<file path="src/rtl/clock_pkg.sv">
// Shared calendar definitions: field/weekday encodings, month and Sakamoto tables,
// leap rule and weekday helpers used by the date counter.
package clock_pkg;

  localparam int unsigned DAY_W = 5;
  localparam int unsigned MON_W = 4;
  localparam int unsigned WD_W  = 3;

  typedef enum logic [1:0] {
    FIELD_DAY   = 2'd0,
    FIELD_MONTH = 2'd1,
    FIELD_YEAR  = 2'd2,
    FIELD_NONE  = 2'd3
  } edit_field_e;

  typedef enum logic [WD_W-1:0] {
    WD_SUN = 3'd0, WD_MON = 3'd1, WD_TUE = 3'd2, WD_WED = 3'd3,
    WD_THU = 3'd4, WD_FRI = 3'd5, WD_SAT = 3'd6
  } weekday_e;

  function automatic logic is_leap(input logic [15:0] year);
    return ((year % 16'd4) == 16'd0) &&
           (((year % 16'd100) != 16'd0) || ((year % 16'd400) == 16'd0));
  endfunction

  // Length of a month; zero for an out-of-range month so range checks fail cleanly
  function automatic logic [DAY_W-1:0] month_len(input logic [MON_W-1:0] month, input logic leap);
    logic [DAY_W-1:0] len;
    case (month)
      4'd1, 4'd3, 4'd5, 4'd7, 4'd8, 4'd10, 4'd12: len = 5'd31;
      4'd4, 4'd6, 4'd9, 4'd11:                    len = 5'd30;
      4'd2:                                       len = leap ? 5'd29 : 5'd28;
      default:                                    len = 5'd0;
    endcase
    return len;
  endfunction

  function automatic logic [2:0] sakamoto_off(input logic [MON_W-1:0] month);
    logic [2:0] off;
    case (month)
      4'd1: off = 3'd0;  4'd2: off = 3'd3;  4'd3: off = 3'd2;  4'd4: off = 3'd5;
      4'd5: off = 3'd0;  4'd6: off = 3'd3;  4'd7: off = 3'd5;  4'd8: off = 3'd1;
      4'd9: off = 3'd4;  4'd10: off = 3'd6; 4'd11: off = 3'd2; 4'd12: off = 3'd4;
      default: off = 3'd0;
    endcase
    return off;
  endfunction

  // Jan/Feb count as months of the previous year
  function automatic logic [WD_W-1:0] weekday_of(input logic [DAY_W-1:0] day,
                                                 input logic [MON_W-1:0] month,
                                                 input logic [15:0]      year);
    logic [15:0] y;
    logic [15:0] s;
    y = (month < 4'd3) ? year - 16'd1 : year;
    s = y + y / 16'd4 - y / 16'd100 + y / 16'd400 + 16'(sakamoto_off(month)) + 16'(day);
    return 3'(s % 16'd7);
  endfunction

  function automatic logic [23:0] weekday_ascii(input logic [WD_W-1:0] wd);
    logic [23:0] name;
    case (wd)
      3'd0: name = "SUN";
      3'd1: name = "MON";
      3'd2: name = "TUE";
      3'd3: name = "WED";
      3'd4: name = "THU";
      3'd5: name = "FRI";
      3'd6: name = "SAT";
      default: name = "???";
    endcase
    return name;
  endfunction

endpackage

</file>
<file path="src/rtl/weekday_calc.sv">
// Combinational weekday of a full date; the caller owns the register stage.
module weekday_calc
  import clock_pkg::*;
#(
  parameter int unsigned YW = 14
) (
  input  logic [DAY_W-1:0] i_day,
  input  logic [MON_W-1:0] i_month,
  input  logic [YW-1:0]    i_year,
  output logic [WD_W-1:0]  o_weekday_c
);

  assign o_weekday_c = weekday_of(i_day, i_month, 16'(i_year));

endmodule

</file>
<file path="src/rtl/calendar_counter.sv">
// Gregorian day/month/year counter with tick, field edit and bulk load,
// BCD date output and a registered weekday recomputed from the full date.
module calendar_counter
  import clock_pkg::*;
#(
  parameter int unsigned YEAR_MIN  = 2000,
  parameter int unsigned YEAR_MAX  = 2099,
  parameter int unsigned YW        = 14,
  parameter int unsigned RST_DAY   = 1,
  parameter int unsigned RST_MONTH = 1,
  parameter int unsigned RST_YEAR  = 2000
) (
  input  logic          clk,
  input  logic          reset,
  input  logic          tick_fwd,
  input  logic          tick_back,
  input  logic          edit_en,
  input  logic [1:0]    edit_field,
  input  logic          edit_inc,
  input  logic          edit_dec,
  input  logic          load,
  input  logic [4:0]    load_day,
  input  logic [3:0]    load_month,
  input  logic [YW-1:0] load_year,
  output logic [31:0]   ddmmyyyy,
  output logic [2:0]    weekday,
  output logic [23:0]   weekascii,
  output logic          wd_valid,
  output logic          leap_year,
  output logic          year_wrap,
  output logic          load_err
);

  localparam logic [YW-1:0] Y_MIN = YW'(YEAR_MIN);
  localparam logic [YW-1:0] Y_MAX = YW'(YEAR_MAX);

  logic [DAY_W-1:0] r_day;
  logic [MON_W-1:0] r_month;
  logic [YW-1:0]    r_year;
  logic [WD_W-1:0]  r_weekday;
  logic             r_wd_valid, r_year_wrap, r_load_err;

  logic [DAY_W-1:0] w_day_nxt, w_mlen, w_prev_mlen, w_edit_mon_len, w_edit_yr_len;
  logic [MON_W-1:0] w_month_nxt, w_prev_month, w_edit_month;
  logic [YW-1:0]    w_year_nxt, w_edit_year;
  logic             w_wrap_nxt, w_err_nxt, w_leap, w_load_ok, w_edit_act, w_changed;
  logic [WD_W-1:0]  w_weekday_c;

  function automatic logic [7:0] bcd2(input logic [4:0] v);
    logic [3:0] tens;
    logic [4:0] units;
    if (v >= 5'd30)      begin tens = 4'd3; units = v - 5'd30; end
    else if (v >= 5'd20) begin tens = 4'd2; units = v - 5'd20; end
    else if (v >= 5'd10) begin tens = 4'd1; units = v - 5'd10; end
    else                 begin tens = 4'd0; units = v;         end
    return {tens, 4'(units)};
  endfunction

  // Double-dabble over four BCD digits
  function automatic logic [15:0] year_bcd(input logic [YW-1:0] y);
    logic [15:0] b;
    b = '0;
    for (int i = YW - 1; i >= 0; i--) begin
      for (int k = 0; k < 4; k++)
        if (b[4*k +: 4] >= 4'd5) b[4*k +: 4] = b[4*k +: 4] + 4'd3;
      b = {b[14:0], y[i]};
    end
    return b;
  endfunction

  assign w_leap       = is_leap(16'(r_year));
  assign w_mlen       = month_len(r_month, w_leap);
  assign w_prev_month = (r_month <= 4'd1) ? 4'd12 : r_month - 4'd1;
  assign w_prev_mlen  = month_len(w_prev_month, w_leap);

  assign w_edit_month   = edit_inc ? ((r_month >= 4'd12) ? 4'd1 : r_month + 4'd1)
                                   : ((r_month <= 4'd1) ? 4'd12 : r_month - 4'd1);
  assign w_edit_mon_len = month_len(w_edit_month, w_leap);
  assign w_edit_year    = edit_inc ? ((r_year >= Y_MAX) ? Y_MIN : r_year + YW'(1))
                                   : ((r_year <= Y_MIN) ? Y_MAX : r_year - YW'(1));
  assign w_edit_yr_len  = month_len(r_month, is_leap(16'(w_edit_year)));

  assign w_load_ok  = (load_year >= Y_MIN) && (load_year <= Y_MAX) && (load_day >= 5'd1) &&
                      (load_day <= month_len(load_month, is_leap(16'(load_year))));
  assign w_edit_act = edit_en && (edit_field != FIELD_NONE) && (edit_inc || edit_dec);

  // Next date: load beats edit beats ticks; losers are dropped
  always_comb begin
    w_day_nxt   = r_day;
    w_month_nxt = r_month;
    w_year_nxt  = r_year;
    w_wrap_nxt  = 1'b0;
    w_err_nxt   = 1'b0;
    if (load) begin
      if (w_load_ok) begin
        w_day_nxt   = load_day;
        w_month_nxt = load_month;
        w_year_nxt  = load_year;
      end else begin
        w_err_nxt = 1'b1;
      end
    end else if (w_edit_act) begin
      if (edit_inc != edit_dec) begin
        case (edit_field)
          FIELD_DAY: begin
            if (edit_inc) w_day_nxt = (r_day >= w_mlen) ? 5'd1 : r_day + 5'd1;
            else          w_day_nxt = (r_day <= 5'd1) ? w_mlen : r_day - 5'd1;
          end
          FIELD_MONTH: begin
            w_month_nxt = w_edit_month;
            w_day_nxt   = (r_day > w_edit_mon_len) ? w_edit_mon_len : r_day;
          end
          FIELD_YEAR: begin
            w_year_nxt = w_edit_year;
            w_day_nxt  = (r_day > w_edit_yr_len) ? w_edit_yr_len : r_day;
          end
          default: ;
        endcase
      end
    end else if (tick_fwd && !tick_back) begin
      if (r_day < w_mlen) begin
        w_day_nxt = r_day + 5'd1;
      end else begin
        w_day_nxt = 5'd1;
        if (r_month < 4'd12) begin
          w_month_nxt = r_month + 4'd1;
        end else begin
          w_month_nxt = 4'd1;
          if (r_year >= Y_MAX) begin
            w_year_nxt = Y_MIN;
            w_wrap_nxt = 1'b1;
          end else begin
            w_year_nxt = r_year + YW'(1);
          end
        end
      end
    end else if (tick_back && !tick_fwd) begin
      if (r_day > 5'd1) begin
        w_day_nxt = r_day - 5'd1;
      end else begin
        w_month_nxt = w_prev_month;
        w_day_nxt   = w_prev_mlen;
        if (r_month <= 4'd1) begin
          if (r_year <= Y_MIN) begin
            w_year_nxt = Y_MAX;
            w_wrap_nxt = 1'b1;
          end else begin
            w_year_nxt = r_year - YW'(1);
          end
        end
      end
    end
  end

  assign w_changed = (w_day_nxt != r_day) || (w_month_nxt != r_month) || (w_year_nxt != r_year);

  weekday_calc #(.YW(YW)) u_weekday_calc (
    .i_day       (r_day),
    .i_month     (r_month),
    .i_year      (r_year),
    .o_weekday_c (w_weekday_c)
  );

  // Weekday trails the date by one cycle; wd_valid flags that gap
  always_ff @(posedge clk or posedge reset) begin
    if (reset) begin
      r_day       <= DAY_W'(RST_DAY);
      r_month     <= MON_W'(RST_MONTH);
      r_year      <= YW'(RST_YEAR);
      r_weekday   <= weekday_of(DAY_W'(RST_DAY), MON_W'(RST_MONTH), 16'(RST_YEAR));
      r_wd_valid  <= 1'b1;
      r_year_wrap <= 1'b0;
      r_load_err  <= 1'b0;
    end else begin
      r_day       <= w_day_nxt;
      r_month     <= w_month_nxt;
      r_year      <= w_year_nxt;
      r_weekday   <= w_weekday_c;
      r_wd_valid  <= !w_changed;
      r_year_wrap <= w_wrap_nxt;
      r_load_err  <= w_err_nxt;
    end
  end

  assign ddmmyyyy  = {bcd2(r_day), bcd2(5'(r_month)), year_bcd(r_year)};
  assign weekday   = r_weekday;
  assign weekascii = weekday_ascii(r_weekday);
  assign wd_valid  = r_wd_valid;
  assign leap_year = w_leap;
  assign year_wrap = r_year_wrap;
  assign load_err  = r_load_err;

endmodule

</file>
<file path="config.mk">
export PLATFORM = sky130hd
export DESIGN_NAME = calendar_counter
export DESIGN_NICKNAME = d
export VERILOG_FILES = /design/src/rtl/clock_pkg.sv /design/src/rtl/weekday_calc.sv /design/src/rtl/calendar_counter.sv
export SDC_FILE = /design/constraint.sdc
export NUM_CORES = 1
export LEC_CHECK = 0
export ABC_AREA = 1
export CORE_ASPECT_RATIO = 0.7
export CORE_MARGIN = 2
export CORE_UTILIZATION = 65
export CTS_CLUSTER_DIAMETER = 200
export CTS_CLUSTER_SIZE = 12
export DETAILED_ROUTE_END_ITERATION = 10
export MAX_ROUTING_LAYER = met4
export PLACE_DENSITY = 0.95
export SLEW_MARGIN = 25
export SYNTH_ARGS = -nofsm -noshare
export SYNTH_HDL_FRONTEND = slang
export SYNTH_SLANG_ARGS = --single-unit
</file>
<file path="constraint.sdc">
create_clock -name clk -period 24.8 [get_ports clk]
set_input_delay 4.96 -clock clk [delete_from_list [all_inputs] [get_ports clk]]
set_output_delay 4.96 -clock clk [all_outputs]
set_load 0.02 [all_outputs]
</file>
==> metrics.txt <==
outcome=completed; clock tree from TritonCTS=yes; number of iterations in the first detailed-routing pass=7; Ys Warns=0; part of the Yosys area used for sequential elements=0.0436; Final Hold Violating Endpoints=0; final number of max-transition violations=0; hold-fix buffers at CTS=0; min Tclk post-route=16.02 ns; buffer depth of the longest clock path=2; utilization after layout=0.709; Overflow after GRT=0; Site Rows=49; Hold Crit Start=r_year[10]; area grow syn2layout=7.15%; half-perimeter wire length of the detailed placement result=41.3 mm; Placeable Area=0.0256 mm^2; Chip Height=139 um; nets=approximately 3300; type of element capturing the critical path=flop; Resize count post-CTS=0; category of the worst setup path launch point=flop; count of buffers from port buffering=87; Hold Path Sink=r_year[10]; R2R depth=between 100 and 150; post-route clock period utilization=0.646; setup violation total in the final timing report=0; ratio of cells with drive above 1 in the final layout=0.0662; clock root cell=sky130_fd_sc_hd__clkbuf_16; Worst path slowest cell=sky130_fd_sc_hd__dfrtp_1; RD Place Congestion=1.02; post-place instance area=between 0.015 and 0.02 mm^2; Yosys reg bits=29; crit path max fanout=11; Crit path arrival time=16.19 ns; setup TNS=0 ns; largest net degree at the start of global routing=28; wire length of the first global-routing pass=84.4 mm; number of global-route vias before repair=18153; min-delay worst type=flop to flop; maximum clock frequency=~62 MHz; count of unresolved DRC violations after routing=0; IO Pins=96; ANT cells=0; vias per cell=5.95; Crit Path Category=flop to flop; via total after detailed routing=20679; First DRT Iteration DRCs=2526; H-Tree Level Count=2; number of antenna violations at the first check in global routing=0; worst flop-to-flop path endpoint=weekday[0]; layout filler cell count=2287; die area=between 0.02 and 0.03 mm^2; count of cell types in the netlist=68; final worst-path setup slack=8.78 ns; antenna-violating nets left=0; Clock Sink Count=29; GRT Overall Usage=0.371; maximum clock skew at final layout=0.00543 ns; R2R Path Start=r_year[1]; top flip-flop cell by instance count after synthesis=sky130_fd_sc_hd__dfrtp_1; RSZ-0062 raised after global routing=false; Setup WS pre-CTS=9.15 ns; Total Wirelength=50.9 mm; worst setup slack for register-to-register paths=~8.8 ns; number of cells produced by synthesis=3100; max capacitance violation total=0; horizontal extent of the die=slightly below 200 um; EDFF count, synth=0; cell seen most often among critical-path stages=sky130_fd_sc_hd__nand2_1; Synth Area per Inst=around 5.5 um^2; register clock-pin slew on the reported worst setup and hold paths=0.06 ns; effective utilization at floorplan=0.661; synthesized area=0.0169 mm^2; number of buffers inserted during clock tree synthesis=5; proportion of register bits with asynchronous set or reset after synthesis=1.00; required arrival time at the worst endpoint=roughly 25 ns; instance count along the most critical hold path=2; Worst Tran Pin Value=1.03 ns; number of buffers added for setup after CTS=0; worst slew margin relative to its limit=0.305; mean routed wirelength per cell=14.7 um; clk_lat worst skew=0.29 ns; final design area excluding fillers=0.0182 mm^2; Largest stage delay, worst path=between 0.5 and 0.6 ns
cells in the mapped netlist, types with 19 or more instances:
library cell	instances	area [um^2]
sky130_fd_sc_hd__nand2_1	877	3290
sky130_fd_sc_hd__inv_1	493	1850
sky130_fd_sc_hd__nor2_1	265	995
sky130_fd_sc_hd__nand3_1	251	1260
sky130_fd_sc_hd__o21ai_0	215	1080
sky130_fd_sc_hd__a21oi_1	142	711
sky130_fd_sc_hd__ha_1	134	1680
sky130_fd_sc_hd__xor2_1	98	858
sky130_fd_sc_hd__nand4_1	84	526
sky130_fd_sc_hd__nand2_2	57	357
sky130_fd_sc_hd__o21ai_1	46	230
sky130_fd_sc_hd__clkbuf_1	33	124
sky130_fd_sc_hd__o211ai_1	33	248
sky130_fd_sc_hd__fa_1	28	561
sky130_fd_sc_hd__nand2_4	22	248
sky130_fd_sc_hd__nor2_2	19	119
through the flow:
step           std cells  hold slack [ns]
3_3_place_gp        3465            0.704
2_1_floorplan       3107            0.703
3_5_place_dp        3465            0.710
6_report            3473            0.761
5_1_grt             3473            0.759
4_1_cts             3473            0.718
area by class of cell:
class | instances | area (um^2) | area share
Sequential cell | 29 | 739 | 0.0407
Clock buffer | 5 | 125 | 0.00689
Clock inverter | 3 | 65.1 | 0.00358
Multi-Input combinational cell | 2483 | 13900 | 0.764
Inverter | 524 | 1980 | 0.109
Timing Repair Buffer | 98 | 953 | 0.0525
Tap cell | 331 | 414 | 0.0228
critical path: cells and delay by family, from the launching register on:
family                   cells  cell delay (ns)
adder cells (fa/ha/maj)      9             2.62
AO/OA/AOI/OAI                6             1.09
AND/OR/NAND/NOR             83            10.35
XOR/XNOR                     1             0.18
buffers and inverters       10             1.06
flip-flops                   1             0.56
worst max path at each step:
stage | startpoint | to | slack (ns) | cells past startpoint
floorplan | r_year[12] | ddmmyyyy[6] | 11.32 | 62
global placement | r_year[1] | weekday[0] | 10.10 | 106
detailed placement | r_year[1] | weekday[0] | 9.15 | 108
CTS | r_year[1] | weekday[0] | 9.08 | 109
global route | r_year[1] | weekday[0] | 6.83 | 115
finish | r_year[1] | weekday[0] | 8.78 | 109
state kept, by name (all words and copies together), names as in the netlist:
signal and flops:
weekday 3, r_day 5, r_year 14, r_month 4, load_err 1, year_wrap 1
wd_valid 1
per-layer routing:
layer  share of wire  global-route usage
met2            0.44               0.592
met1            0.42               0.495
met5               0                   -
met3            0.11              0.0557
met4           0.023              0.0875
layout by cell type, fill, tap and decap left out, types with 6 or more instances in the layout:
cell / count
sky130_fd_sc_hd__nand2_1: 877
sky130_fd_sc_hd__inv_1: 493
sky130_fd_sc_hd__nor2_1: 264
sky130_fd_sc_hd__nand3_1: 251
sky130_fd_sc_hd__o21ai_0: 214
sky130_fd_sc_hd__a21oi_1: 142
sky130_fd_sc_hd__ha_1: 134
sky130_fd_sc_hd__xor2_1: 98
sky130_fd_sc_hd__clkdlybuf4s50_1: 87
sky130_fd_sc_hd__nand4_1: 84
sky130_fd_sc_hd__nand2_2: 57
sky130_fd_sc_hd__o21ai_1: 47
sky130_fd_sc_hd__o211ai_1: 33
sky130_fd_sc_hd__fa_1: 28
sky130_fd_sc_hd__nand2_4: 22
sky130_fd_sc_hd__nor2_2: 20
sky130_fd_sc_hd__inv_2: 18
sky130_fd_sc_hd__dfrtp_1: 18
sky130_fd_sc_hd__nor3_1: 17
sky130_fd_sc_hd__a31oi_1: 16
sky130_fd_sc_hd__nand3b_1: 15
sky130_fd_sc_hd__o21a_1: 13
sky130_fd_sc_hd__nor2_4: 12
sky130_fd_sc_hd__clkinv_1: 12
sky130_fd_sc_hd__or2_2: 12
sky130_fd_sc_hd__buf_4: 11
sky130_fd_sc_hd__dfstp_2: 11
sky130_fd_sc_hd__nand3_2: 10
sky130_fd_sc_hd__xnor2_1: 9
sky130_fd_sc_hd__nor4_1: 8
sky130_fd_sc_hd__conb_1: 8
sky130_fd_sc_hd__o22ai_1: 7
sky130_fd_sc_hd__o21bai_1: 7
sky130_fd_sc_hd__o21ai_2: 6
sky130_fd_sc_hd__nand4_2: 6
kinds of logic (layout without fill, tap and decap cells):
logic type | count (synthesis) | count (layout) | share of synthesized area
and+or+nand+nor | 1678 | 1678 | 0.453
AOI/OAI and AO/OA | 527 | 527 | 0.176
buffers and inverters | 595 | 630 | 0.139
xor gates and xnor gates | 107 | 107 | 0.0553
muxes | 1 | 1 | 0.000591
other | 1 | 8 | 0.000221
adders and majority gates | 162 | 162 | 0.132
DFF | 29 | 29 | 0.0436
Power is not shown: default switching activity piles up to over one toggle a cycle in this logic, so the estimate is an artifact.
